### config.mk
export PLATFORM = sky130hd
export DESIGN_NAME = alu_issue_arbiter_flat
export DESIGN_NICKNAME = d
export VERILOG_FILES = /design/src/rtl/alu_sched_pkg.sv /design/src/rtl/alu_issue_arbiter_if.sv /design/src/rtl/rr_arbiter2.sv /design/src/rtl/alu_issue_arbiter.sv /design/src/flat_wrapper.sv
export SDC_FILE = /design/constraint.sdc
export NUM_CORES = 1
export LEC_CHECK = 0
export BUFFER_PORTS_ARGS = -buffer_cell sky130_fd_sc_hd__buf_2
export CELL_PAD_IN_SITES_DETAIL_PLACEMENT = 1
export CELL_PAD_IN_SITES_GLOBAL_PLACEMENT = 1
export CORE_ASPECT_RATIO = 0.5
export CORE_MARGIN = 1.5
export CORE_UTILIZATION = 33
export DETAILED_ROUTE_END_ITERATION = 12
export PLACE_DENSITY = 0.89
export SYNTH_ARGS = -nofsm -noshare
export SYNTH_HDL_FRONTEND = slang
export SYNTH_SLANG_ARGS = --single-unit
### constraint.sdc
create_clock -name clk -period 1.68 [get_ports clk]
set_input_delay 0.336 -clock clk [delete_from_list [all_inputs] [get_ports clk]]
set_output_delay 0.336 -clock clk [all_outputs]
set_load 0.01 [all_outputs]
### src/rtl/alu_sched_pkg.sv
// Shared types and constants for the ALU issue arbiter.
package alu_sched_pkg;

  typedef enum logic {
    IDLE = 1'b0,
    BUSY = 1'b1
  } state_t;

  localparam logic PORT0 = 1'b0;
  localparam logic PORT1 = 1'b1;

  // Counter must hold ALU_LATENCY itself.
  function automatic int unsigned cnt_width(input int unsigned lat);
    return $clog2(lat + 1);
  endfunction

endpackage

### src/rtl/alu_issue_arbiter_if.sv
// Requester and ALU signal bundle for the ALU issue arbiter.
interface alu_issue_arbiter_if #(
  parameter int unsigned OPERAND_SIZE = 32,
  parameter int unsigned OP_SIZE      = 1
);
  logic                    req0_valid;
  logic [OP_SIZE-1:0]      req0_op;
  logic [OPERAND_SIZE-1:0] req0_operand1;
  logic [OPERAND_SIZE-1:0] req0_operand2;
  logic                    req0_stall;
  logic                    req0_res_valid;
  logic [OPERAND_SIZE-1:0] req0_result;

  logic                    req1_valid;
  logic [OP_SIZE-1:0]      req1_op;
  logic [OPERAND_SIZE-1:0] req1_operand1;
  logic [OPERAND_SIZE-1:0] req1_operand2;
  logic                    req1_stall;
  logic                    req1_res_valid;
  logic [OPERAND_SIZE-1:0] req1_result;

  logic [OP_SIZE-1:0]      ALU_op;
  logic [OPERAND_SIZE-1:0] ALU_operand1;
  logic [OPERAND_SIZE-1:0] ALU_operand2;
  logic                    ALU_in_use;
  logic [OPERAND_SIZE-1:0] ALU_result;
  logic                    ALU_stall;

  // Arbiter side.
  modport slave (
    input  req0_valid, req0_op, req0_operand1, req0_operand2,
    output req0_stall, req0_res_valid, req0_result,
    input  req1_valid, req1_op, req1_operand1, req1_operand2,
    output req1_stall, req1_res_valid, req1_result,
    output ALU_op, ALU_operand1, ALU_operand2, ALU_in_use,
    input  ALU_result, ALU_stall
  );

  // Requesters plus ALU side.
  modport master (
    output req0_valid, req0_op, req0_operand1, req0_operand2,
    input  req0_stall, req0_res_valid, req0_result,
    output req1_valid, req1_op, req1_operand1, req1_operand2,
    input  req1_stall, req1_res_valid, req1_result,
    input  ALU_op, ALU_operand1, ALU_operand2, ALU_in_use,
    output ALU_result, ALU_stall
  );
endinterface

### src/rtl/rr_arbiter2.sv
// Two-way round-robin grant: on a tie the port that did not win last time wins.
module rr_arbiter2
  import alu_sched_pkg::*;
(
  input  logic i_valid0,
  input  logic i_valid1,
  input  logic i_last_grant,
  input  logic i_enable,
  output logic o_grant0_c,
  output logic o_grant1_c
);

  logic w_pick1;

  always_comb begin
    w_pick1 = 1'b0;
    if (i_valid0 && i_valid1) begin
      w_pick1 = (i_last_grant == PORT0);
    end else begin
      w_pick1 = i_valid1;
    end
  end

  assign o_grant0_c = i_enable && i_valid0 && !w_pick1;
  assign o_grant1_c = i_enable && i_valid1 && w_pick1;

endmodule

### src/rtl/alu_issue_arbiter.sv
// Shares one ALU between two requesters: round-robin issue, operands held for
// ALU_LATENCY cycles, result captured and pulsed back to the owning port.
module alu_issue_arbiter
  import alu_sched_pkg::*;
#(
  parameter int unsigned OPERAND_SIZE = 32,
  parameter int unsigned OP_SIZE      = 1,
  parameter int unsigned ALU_LATENCY  = 1
) (
  input logic          clk,
  input logic          reset_n,
  alu_issue_arbiter_if.slave bus
);

  localparam int unsigned      CNT_W    = cnt_width(ALU_LATENCY);
  localparam logic [CNT_W-1:0] CNT_ONE  = CNT_W'(1);
  localparam logic [CNT_W-1:0] CNT_INIT = CNT_W'(ALU_LATENCY);

  state_t                  r_state, w_state_nxt;
  logic [CNT_W-1:0]        r_cnt, w_cnt_nxt;
  logic                    r_owner, w_owner_nxt;
  logic                    r_last_grant, w_last_grant_nxt;
  logic [OP_SIZE-1:0]      r_op, w_op_nxt;
  logic [OPERAND_SIZE-1:0] r_opnd1, w_opnd1_nxt;
  logic [OPERAND_SIZE-1:0] r_opnd2, w_opnd2_nxt;
  logic [OPERAND_SIZE-1:0] r_res0, w_res0_nxt;
  logic [OPERAND_SIZE-1:0] r_res1, w_res1_nxt;
  logic                    r_rv0, w_rv0_nxt;
  logic                    r_rv1, w_rv1_nxt;

  logic w_last_cycle;
  logic w_can_accept;
  logic w_grant0;
  logic w_grant1;
  logic w_accept;

  // A new op may issue in the same cycle the current one completes.
  assign w_last_cycle = (r_state == BUSY) && (r_cnt == CNT_ONE) && !bus.ALU_stall;
  assign w_can_accept = (r_state == IDLE) || w_last_cycle;
  assign w_accept     = w_grant0 || w_grant1;

  rr_arbiter2 u_rr (
    .i_valid0     (bus.req0_valid),
    .i_valid1     (bus.req1_valid),
    .i_last_grant (r_last_grant),
    .i_enable     (w_can_accept),
    .o_grant0_c   (w_grant0),
    .o_grant1_c   (w_grant1)
  );

  // Held in reset, every valid request sees stall.
  assign bus.req0_stall = bus.req0_valid && !(w_grant0 && reset_n);
  assign bus.req1_stall = bus.req1_valid && !(w_grant1 && reset_n);

  assign bus.ALU_op         = r_op;
  assign bus.ALU_operand1   = r_opnd1;
  assign bus.ALU_operand2   = r_opnd2;
  assign bus.ALU_in_use     = (r_state == BUSY);
  assign bus.req0_res_valid = r_rv0;
  assign bus.req1_res_valid = r_rv1;
  assign bus.req0_result    = r_res0;
  assign bus.req1_result    = r_res1;

  always_comb begin
    w_state_nxt      = r_state;
    w_cnt_nxt        = r_cnt;
    w_owner_nxt      = r_owner;
    w_last_grant_nxt = r_last_grant;
    w_op_nxt         = r_op;
    w_opnd1_nxt      = r_opnd1;
    w_opnd2_nxt      = r_opnd2;
    w_res0_nxt       = r_res0;
    w_res1_nxt       = r_res1;
    w_rv0_nxt        = 1'b0;
    w_rv1_nxt        = 1'b0;

    if ((r_state == BUSY) && !bus.ALU_stall) begin
      w_cnt_nxt = r_cnt - CNT_ONE;
      if (r_cnt == CNT_ONE) begin
        w_state_nxt = IDLE;
        if (r_owner == PORT1) begin
          w_res1_nxt = bus.ALU_result;
          w_rv1_nxt  = 1'b1;
        end else begin
          w_res0_nxt = bus.ALU_result;
          w_rv0_nxt  = 1'b1;
        end
      end
    end

    if (w_accept) begin
      w_state_nxt      = BUSY;
      w_cnt_nxt        = CNT_INIT;
      w_owner_nxt      = w_grant1;
      w_last_grant_nxt = w_grant1;
      w_op_nxt         = w_grant1 ? bus.req1_op       : bus.req0_op;
      w_opnd1_nxt      = w_grant1 ? bus.req1_operand1 : bus.req0_operand1;
      w_opnd2_nxt      = w_grant1 ? bus.req1_operand2 : bus.req0_operand2;
    end
  end

  always_ff @(posedge clk or negedge reset_n) begin
    if (!reset_n) begin
      r_state      <= IDLE;
      r_cnt        <= '0;
      r_owner      <= PORT0;
      r_last_grant <= PORT1;
      r_op         <= '0;
      r_opnd1      <= '0;
      r_opnd2      <= '0;
      r_res0       <= '0;
      r_res1       <= '0;
      r_rv0        <= 1'b0;
      r_rv1        <= 1'b0;
    end else begin
      r_state      <= w_state_nxt;
      r_cnt        <= w_cnt_nxt;
      r_owner      <= w_owner_nxt;
      r_last_grant <= w_last_grant_nxt;
      r_op         <= w_op_nxt;
      r_opnd1      <= w_opnd1_nxt;
      r_opnd2      <= w_opnd2_nxt;
      r_res0       <= w_res0_nxt;
      r_res1       <= w_res1_nxt;
      r_rv0        <= w_rv0_nxt;
      r_rv1        <= w_rv1_nxt;
    end
  end

endmodule

### src/flat_wrapper.sv
// flat-port wrapper written by rule: the top's interface ports become plain ports
module alu_issue_arbiter_flat import alu_sched_pkg::*;
#(
  parameter int unsigned OPERAND_SIZE = 32,
  parameter int unsigned OP_SIZE      = 1,
  parameter int unsigned ALU_LATENCY  = 1
)
  (clk, reset_n, bus_req0_valid, bus_req0_op, bus_req0_operand1, bus_req0_operand2, bus_req0_stall, bus_req0_res_valid, bus_req0_result, bus_req1_valid, bus_req1_op, bus_req1_operand1, bus_req1_operand2, bus_req1_stall, bus_req1_res_valid, bus_req1_result, bus_ALU_op, bus_ALU_operand1, bus_ALU_operand2, bus_ALU_in_use, bus_ALU_result, bus_ALU_stall);
  alu_issue_arbiter_if #(.OPERAND_SIZE(OPERAND_SIZE), .OP_SIZE(OP_SIZE)) bus_i ();
  input logic clk;
  input logic reset_n;
  input wire logic [$bits(bus_i.req0_valid)-1:0] bus_req0_valid;
  input wire logic [$bits(bus_i.req0_op)-1:0] bus_req0_op;
  input wire logic [$bits(bus_i.req0_operand1)-1:0] bus_req0_operand1;
  input wire logic [$bits(bus_i.req0_operand2)-1:0] bus_req0_operand2;
  output wire logic [$bits(bus_i.req0_stall)-1:0] bus_req0_stall;
  output wire logic [$bits(bus_i.req0_res_valid)-1:0] bus_req0_res_valid;
  output wire logic [$bits(bus_i.req0_result)-1:0] bus_req0_result;
  input wire logic [$bits(bus_i.req1_valid)-1:0] bus_req1_valid;
  input wire logic [$bits(bus_i.req1_op)-1:0] bus_req1_op;
  input wire logic [$bits(bus_i.req1_operand1)-1:0] bus_req1_operand1;
  input wire logic [$bits(bus_i.req1_operand2)-1:0] bus_req1_operand2;
  output wire logic [$bits(bus_i.req1_stall)-1:0] bus_req1_stall;
  output wire logic [$bits(bus_i.req1_res_valid)-1:0] bus_req1_res_valid;
  output wire logic [$bits(bus_i.req1_result)-1:0] bus_req1_result;
  output wire logic [$bits(bus_i.ALU_op)-1:0] bus_ALU_op;
  output wire logic [$bits(bus_i.ALU_operand1)-1:0] bus_ALU_operand1;
  output wire logic [$bits(bus_i.ALU_operand2)-1:0] bus_ALU_operand2;
  output wire logic [$bits(bus_i.ALU_in_use)-1:0] bus_ALU_in_use;
  input wire logic [$bits(bus_i.ALU_result)-1:0] bus_ALU_result;
  input wire logic [$bits(bus_i.ALU_stall)-1:0] bus_ALU_stall;
  assign bus_i.req0_valid = bus_req0_valid;
  assign bus_i.req0_op = bus_req0_op;
  assign bus_i.req0_operand1 = bus_req0_operand1;
  assign bus_i.req0_operand2 = bus_req0_operand2;
  assign bus_req0_stall = bus_i.req0_stall;
  assign bus_req0_res_valid = bus_i.req0_res_valid;
  assign bus_req0_result = bus_i.req0_result;
  assign bus_i.req1_valid = bus_req1_valid;
  assign bus_i.req1_op = bus_req1_op;
  assign bus_i.req1_operand1 = bus_req1_operand1;
  assign bus_i.req1_operand2 = bus_req1_operand2;
  assign bus_req1_stall = bus_i.req1_stall;
  assign bus_req1_res_valid = bus_i.req1_res_valid;
  assign bus_req1_result = bus_i.req1_result;
  assign bus_ALU_op = bus_i.ALU_op;
  assign bus_ALU_operand1 = bus_i.ALU_operand1;
  assign bus_ALU_operand2 = bus_i.ALU_operand2;
  assign bus_ALU_in_use = bus_i.ALU_in_use;
  assign bus_i.ALU_result = bus_ALU_result;
  assign bus_i.ALU_stall = bus_ALU_stall;
  alu_issue_arbiter #(.OPERAND_SIZE(OPERAND_SIZE), .OP_SIZE(OP_SIZE), .ALU_LATENCY(ALU_LATENCY)) u_core (.clk(clk), .reset_n(reset_n), .bus(bus_i));
endmodule
==> run_results.csv, run 1 <==
group,metric,value,unit
synthesis,yosys_warnings,0,
clocking,cts_tree,"yes",
synthesis,yosys.area.top_type,"dfrtp_1",
die,pin_count,301,
synthesis,netlist_top_cells_area,"dfrtp_1, mux2_2, nand2_1",
setup_path,cp-startpoint,"u_core.r_cnt",
pwr,power_frac_clock,28.9,%
grt,antenna_found_initial,1,
sta,worst_slew_pin_slew,717,ps
setup_path,crit_path_start_kind,"register",
pwr,switching_share,33.4,%
synthesis,syn_inst,517,
synthesis,synth_flop_cell,"dfrtp_1",
setup_path,worstPathMaxFanout,5,
clocking,cts_buffers,17,
cells_and_area,fillers,1917,
setup_path,reg2reg_from,"u_core.bus.ALU_in_use",
cells_and_area,postLayoutCoreUtil,49.6,%
die,die_w,187,um
grt,grt_max_degree,135,
drt,wl,18000,um
place,place_ws,-53.5,ps
setup_path,crit_type,"reg2out",
synthesis,syn-cell-area,5580,um2
die,rows,33,
sta,min_period_over_period,103,%
sta,finalWorstSetupSlack,-57.9,ps
cells_and_area,area_growth,46.3,%
sta,setup_viol,1,
synthesis,async_flop_share,100,%
cells_and_area,drive_gt1_share,50.9,%
place,dp_hpwl,12800,um
sta,fin_skew,14.8,ps
pwr,p_comb_share,33.1,%
pwr,p_per_area,1690,nW/um2
pwr,finalPower,13.8,mW
pwr,internal-power,9.18,mW
setup_path,critical_path_arrival,1400,ps
die,core,16500,um2
job,max_cap_violations,0,
pwr,power.switching,4.61,mW
sta,maxSlewHeadroom,52.2,%
drt,drt_iter0_markers,195,
sta,slew_viol_final,0,
synthesis,synth_common_cells,"nand2_1, dfrtp_1, nor2_1",
cells_and_area,final-seq-area,3380,um2
place,gp_congestion,0.746,
grt,grt_pass1_vias,5373,
setup_path,crit_path_max_incr_delay,400,ps
clocking,clockBufferDepth,2,
drt,vias,5035,
drt,wl_per_cell,16.9,um
grt,grt_pass1_wl,27200,um
pwr,power_leakage,4.01,nW
setup_path,cp_slowest_cell,"dfrtp_1",
die,die_area,17800,um2
drt,drc_errors,0,
synthesis,synth_edf_count,0,
synthesis,yosysUniqueCellTypes,22,
clocking,insertion_delay,420,ps
synthesis,avgSynthCellArea,10.8,um2
status,outcome,"finished with violations",
cells_and_area,num-nets-final,991,
pwr,seqPwrFrac,38.0,%
sta,rsz0062_at_grt,"true",
cells_and_area,multi_input_area,2020,um2
place,io_buffers,300,
grt,track_usage,19.7,%
clocking,htreeDepth,4,
sta,hold_viol,0,
sta,holdWs,60.5,ps
min_path,hold_class,"in2async",
setup_path,cp.required,1340,ps
synthesis,yosys_register_bits,135,
setup_path,path_cells,"nand2b_4 -> a221oi_4 -> a21oi_1 -> buf_2",
clocking,root_buffer,"clkbuf_16",
die,start_util,33.9,%
clocking,clkTransAtPathRegs,70,ps
synthesis,synth-seq-area-share,60.5,%
sta,period_minus_slack,1740,ps
setup_path,endpoint_kind,"output port",
synthesis,postSynthNetCount,684,
drt,vias_per_cell,4.73,
grt,overflow,0,
clocking,cts.sinks,135,
cells_and_area,final_cells,1065,
sta,fmax,0.575,GHz
synthesis,synth.most_common_cell,"nand2_1",
place,placed_cells,1021,
synthesis,synth_top_area_share,60.0,%
die,die_h,95.0,um
status,violations,"negative setup slack",
drt,drtPass1Iterations,4,
pwr,vdd_drop_max,0.873,mV
drt,ant_nets,0,
setup_path,r2r_cells,6,
registers in the layout, summed over array words and instances (netlist names):
signal,cells
u_core.bus.ALU_in_use,1
u_core.bus.ALU_op,1
u_core.bus.ALU_operand1,32
u_core.bus.ALU_operand2,32
u_core.bus.req0_res_valid,1
u_core.bus.req0_result,32
u_core.bus.req1_res_valid,1
u_core.bus.req1_result,32
u_core.r_cnt,1
u_core.r_last_grant,1
u_core.r_owner,1
what timing repair did:
| item | in CTS | in global routing |
|---|---|---|
| setup endpoints to repair | 17 | 37 |
| hold buffers | 1 | 0 |
| pin swaps | 3 | 0 |
| setup buffers | 5 | 2 |
| endpoints found under the hold margin | 1 | 0 |
| resized for setup | 3 | 5 |
| cloned | 0 | 3 |
stage by stage:
| step | setup TNS [ps] | instance area, um2 |
|---|---|---|
| floorplan | 0 | 5580 |
| global placement | 0 | 7380 |
| detailed placement | -190 | 7380 |
| CTS | -85.3 | 8060 |
| global route | -242 | 8170 |
| finish | -57.9 | 8170 |
worst paths after layout:
| check | end | slack (ps) |
|---|---|---|
| max | bus_req1_stall | -60 |
| min | u_core.bus.req0_result[22] | 60 |
| max reg2reg | u_core.bus.req0_result[13] | 40 |
| min reg2reg | u_core.bus.req0_result[24] | 490 |
| max in group asynchronous | u_core.bus.req0_result[2] | 1100 |
| min in group clk | u_core.bus.req0_result[24] | 160 |
logic make-up after synthesis:
logic type,share of synthesized area [%]
compound gates,8.36
buf+inv,3.94
flops,60.5
mux,13.1
simple gates,14.1
placed cells by master, fill, tap and decap left out, types with 2 or more instances in the layout:
cell type / Yosys / final
dfrtp_1: 134 / 133
bufinv_16: 0 / 3
clkbuf_16: 0 / 19
clkinvlp_4: 0 / 2
nor2_1: 66 / 65
inv_8: 0 / 2
nand2_1: 135 / 135
a21oi_1: 4 / 3
buf_12: 0 / 8
inv_1: 4 / 4
buf_6: 3 / 5
inv_6: 0 / 5
buf_2: 14 / 299
a31oi_1: 65 / 65
mux2_2: 63 / 63
buf_4: 9 / 7
power by group through the flow:
stage          logic, mW  registers [mW]  clock network, mW
6_report            4.57            5.24               3.98
5_1_grt             4.93            5.42               4.23
4_1_cts             4.54            5.25               4.07
3_5_place_dp        4.48            5.30                  0
3_3_place_gp        4.30            5.18                  0
2_1_floorplan       1.70            5.86                  0
layout make-up:
| class | count | share of cell area [%] |
|---|---|---|
| Antenna cell | 1 | 0.0306 |
| Clock inverter | 14 | 2.27 |
| Timing Repair Buffer | 323 | 22.5 |
| Clock buffer | 18 | 5.38 |
| Sequential cell | 135 | 41.4 |
| Tap cell | 227 | 3.48 |
| Inverter | 4 | 0.184 |
| Multi-Input combinational cell | 343 | 24.8 |
routing by layer:
metal | track usage, % | vias to the layer above | wire, um
met3 | 4.79 | 48 | 665
li1 | - | 2369 | -
met5 | 0 | - | 0
met4 | 9.95 | 0 | 578
met1 | 20.8 | 2463 | 6910
met2 | 37.3 | 155 | 9840
worst max-delay path, delay by kind of cell (launching register included):
kind	cells	cell delay [ps]
compound gates	2	330
buf+inv	1	160
simple gates	1	100
flops	1	400
Power figures use the tool's default switching activity.
==> run 2: changes to the inputs <==
RECOVER_POWER = 50   (was default)
==> run 2 against run 1 <==
- the flow still finishes with violations (negative setup slack)
- setup slack barely moved
- sequential power about the same
- total power about the same
- die area unchanged
- global-route usage did not move
- via count hardly changed
- count of clock-buffer cells in the layout did not move
- flip-flop and latch count unchanged
- critical path type unchanged
- largest power group unchanged
==> run_results.csv, run 2 (synthesis results as in run 1) <==
group,metric,value,unit
pwr,power_leakage,4.01,nW
setup_path,cp_slowest_cell,"dfrtp_1",
status,outcome,"finished with violations",
sta,holdWs,165,ps
setup_path,critical_path_arrival,1400,ps
place,dp_hpwl,12800,um
sta,tns,-57.9,ps
drt,drtPass1Iterations,4,
setup_path,reg2reg_from,"u_core.bus.ALU_in_use",
setup_path,endpoint_kind,"output port",
place,placed_cells,1021,
setup_path,path_buf_inv,1,
clocking,cts_buffers,17,
setup_path,worstPathMaxFanout,5,
sta,worst_slew_pin_slew,1230,ps
setup_path,critical-path-top-delay-family,"flip-flops",
clocking,cts.sinks,135,
setup_path,crit_type,"reg2out",
clocking,cts_tree,"yes",
drt,drt_iter0_markers,195,
setup_path,r2r_end,"u_core.bus.req0_result[13]",
grt,grt_max_degree,135,
grt,grt_pass1_wl,27200,um
die,core,16500,um2
pwr,p_per_area,1690,nW/um2
die,die_w,187,um
place,io_buffers,300,
grt,antenna_found_initial,1,
status,violations,"negative setup slack",
setup_path,path_cells,"nand2b_4 -> a221oi_4 -> a21oi_1 -> buf_2",
cells_and_area,multi_input_area,2020,um2
setup_path,crit_path_start_kind,"register",
sta,hold_viol,0,
cells_and_area,postLayoutCoreUtil,49.5,%
cells_and_area,layout_commonest_cell,"buf_2",
sta,rsz0062_at_grt,"true",
cells_and_area,fillers,1917,
setup_path,crit_path_max_incr_delay,400,ps
setup_path,cp.required,1340,ps
drt,drc_errors,0,
place,gp_congestion,0.746,
sta,slew_viol_final,0,
drt,wl_per_cell,16.9,um
die,rows,33,
die,die_area,17800,um2
setup_path,cp-startpoint,"u_core.r_cnt",
cells_and_area,mostFrequentLayoutCells,"buf_2, nand2_1, dfrtp_1",
sta,period_minus_slack,1740,ps
drt,wl,18000,um
drt,vias_per_cell,4.73,
clocking,root_buffer,"clkbuf_16",
cells_and_area,final-seq-area,3380,um2
grt,track_usage,19.7,%
sta,fin_skew,14.8,ps
sta,maxSlewHeadroom,18.2,%
pwr,finalPower,13.8,mW
clocking,htreeDepth,4,
cells_and_area,area_growth,46.2,%
grt,grt_pass1_vias,5373,
drt,vias,5034,
die,die_h,95.0,um
drt,ant_nets,0,
min_path,hold_depth,2,
clocking,clkTransAtPathRegs,70,ps
sta,setup_viol,1,
job,max_cap_violations,0,
grt,overflow,0,
cells_and_area,drive_gt1_share,50.9,%
die,pin_count,301,
setup_path,cp.depth,4,
sta,fmax,0.575,GHz
cells_and_area,num-nets-final,991,
die,start_util,33.9,%
sta,finalWorstSetupSlack,-57.9,ps
clocking,insertion_delay,420,ps
min_path,hold_class,"in2reg",
setup_path,crit_end,"bus_req1_stall",
setup_path,worst-r2r-setup-slack,40,ps
sta,min_period_over_period,103,%
cells_and_area,final_cells,1065,
pwr,vdd_drop_max,0.873,mV
setup_path,r2r_cells,6,
clocking,clockBufferDepth,2,
run 2: cell counts in the layout (fill, tap and decap cells not counted):
No cell type changed its count.
run 2: per-layer routing:
metal | wire, um | vias to the layer above | global-route usage (%)
met3 | 665 | 48 | 4.79
met2 | 9850 | 155 | 37.3
met4 | 578 | 0 | 9.95
met1 | 6920 | 2463 | 20.8
li1 | - | 2368 | -
met5 | 0 | - | 0
run 2: what timing repair did:
| item | CTS | global route |
|---|---|---|
| resized for setup | 3 | 5 |
| setup endpoints to repair | 17 | 37 |
| cloned | 0 | 3 |
| hold buffers | 1 | 0 |
| endpoints found under the hold margin | 1 | 0 |
| buffers inserted | 5 | 2 |
| pin swaps | 3 | 0 |
run 2: worst register-to-register path, stage by stage (launching register included):
cell       delay [ps]
dfrtp_2           440
buf_6             120
and3_4            180
nor2b_4           160
buf_12            140
clkbuf_16         150
mux2_2            330
run 2: worst min-delay path by stage:
stage / start / to / slack (ps)
floorplan: reset_n / u_core.bus.ALU_in_use / 40
global route: bus_ALU_result[7] / u_core.bus.req0_result[7] / 150
finish: bus_ALU_result[24] / u_core.bus.req0_result[24] / 160
detailed placement: reset_n / u_core.r_last_grant / 290
global placement: reset_n / u_core.r_last_grant / 290
CTS: reset_n / u_core.bus.req0_result[22] / 100
run 2: power breakdown:
group / internal [mW] / switching (mW)
logic: 2.20 / 2.37
clock network: 2.42 / 1.56
registers: 4.56 / 0.686
run 2: stage by stage:
step                      setup WS (ps)  cell area, um2
after CTS                         -65.6            8060
after detailed placement          -53.5            7380
final                             -57.9            8160
after floorplan                     139            5580
after global placement             34.6            7380
after global routing               -125            8160
run 2: final cells by class:
type	instances	share of cell area, %
sequential	135	41.4
multi-input combinational	343	24.8
timing repair buffer	323	22.4
clock buffer	18	5.38
tap	227	3.48
clock inverter	14	2.27
inverter	4	0.184
antenna	1	0.0307
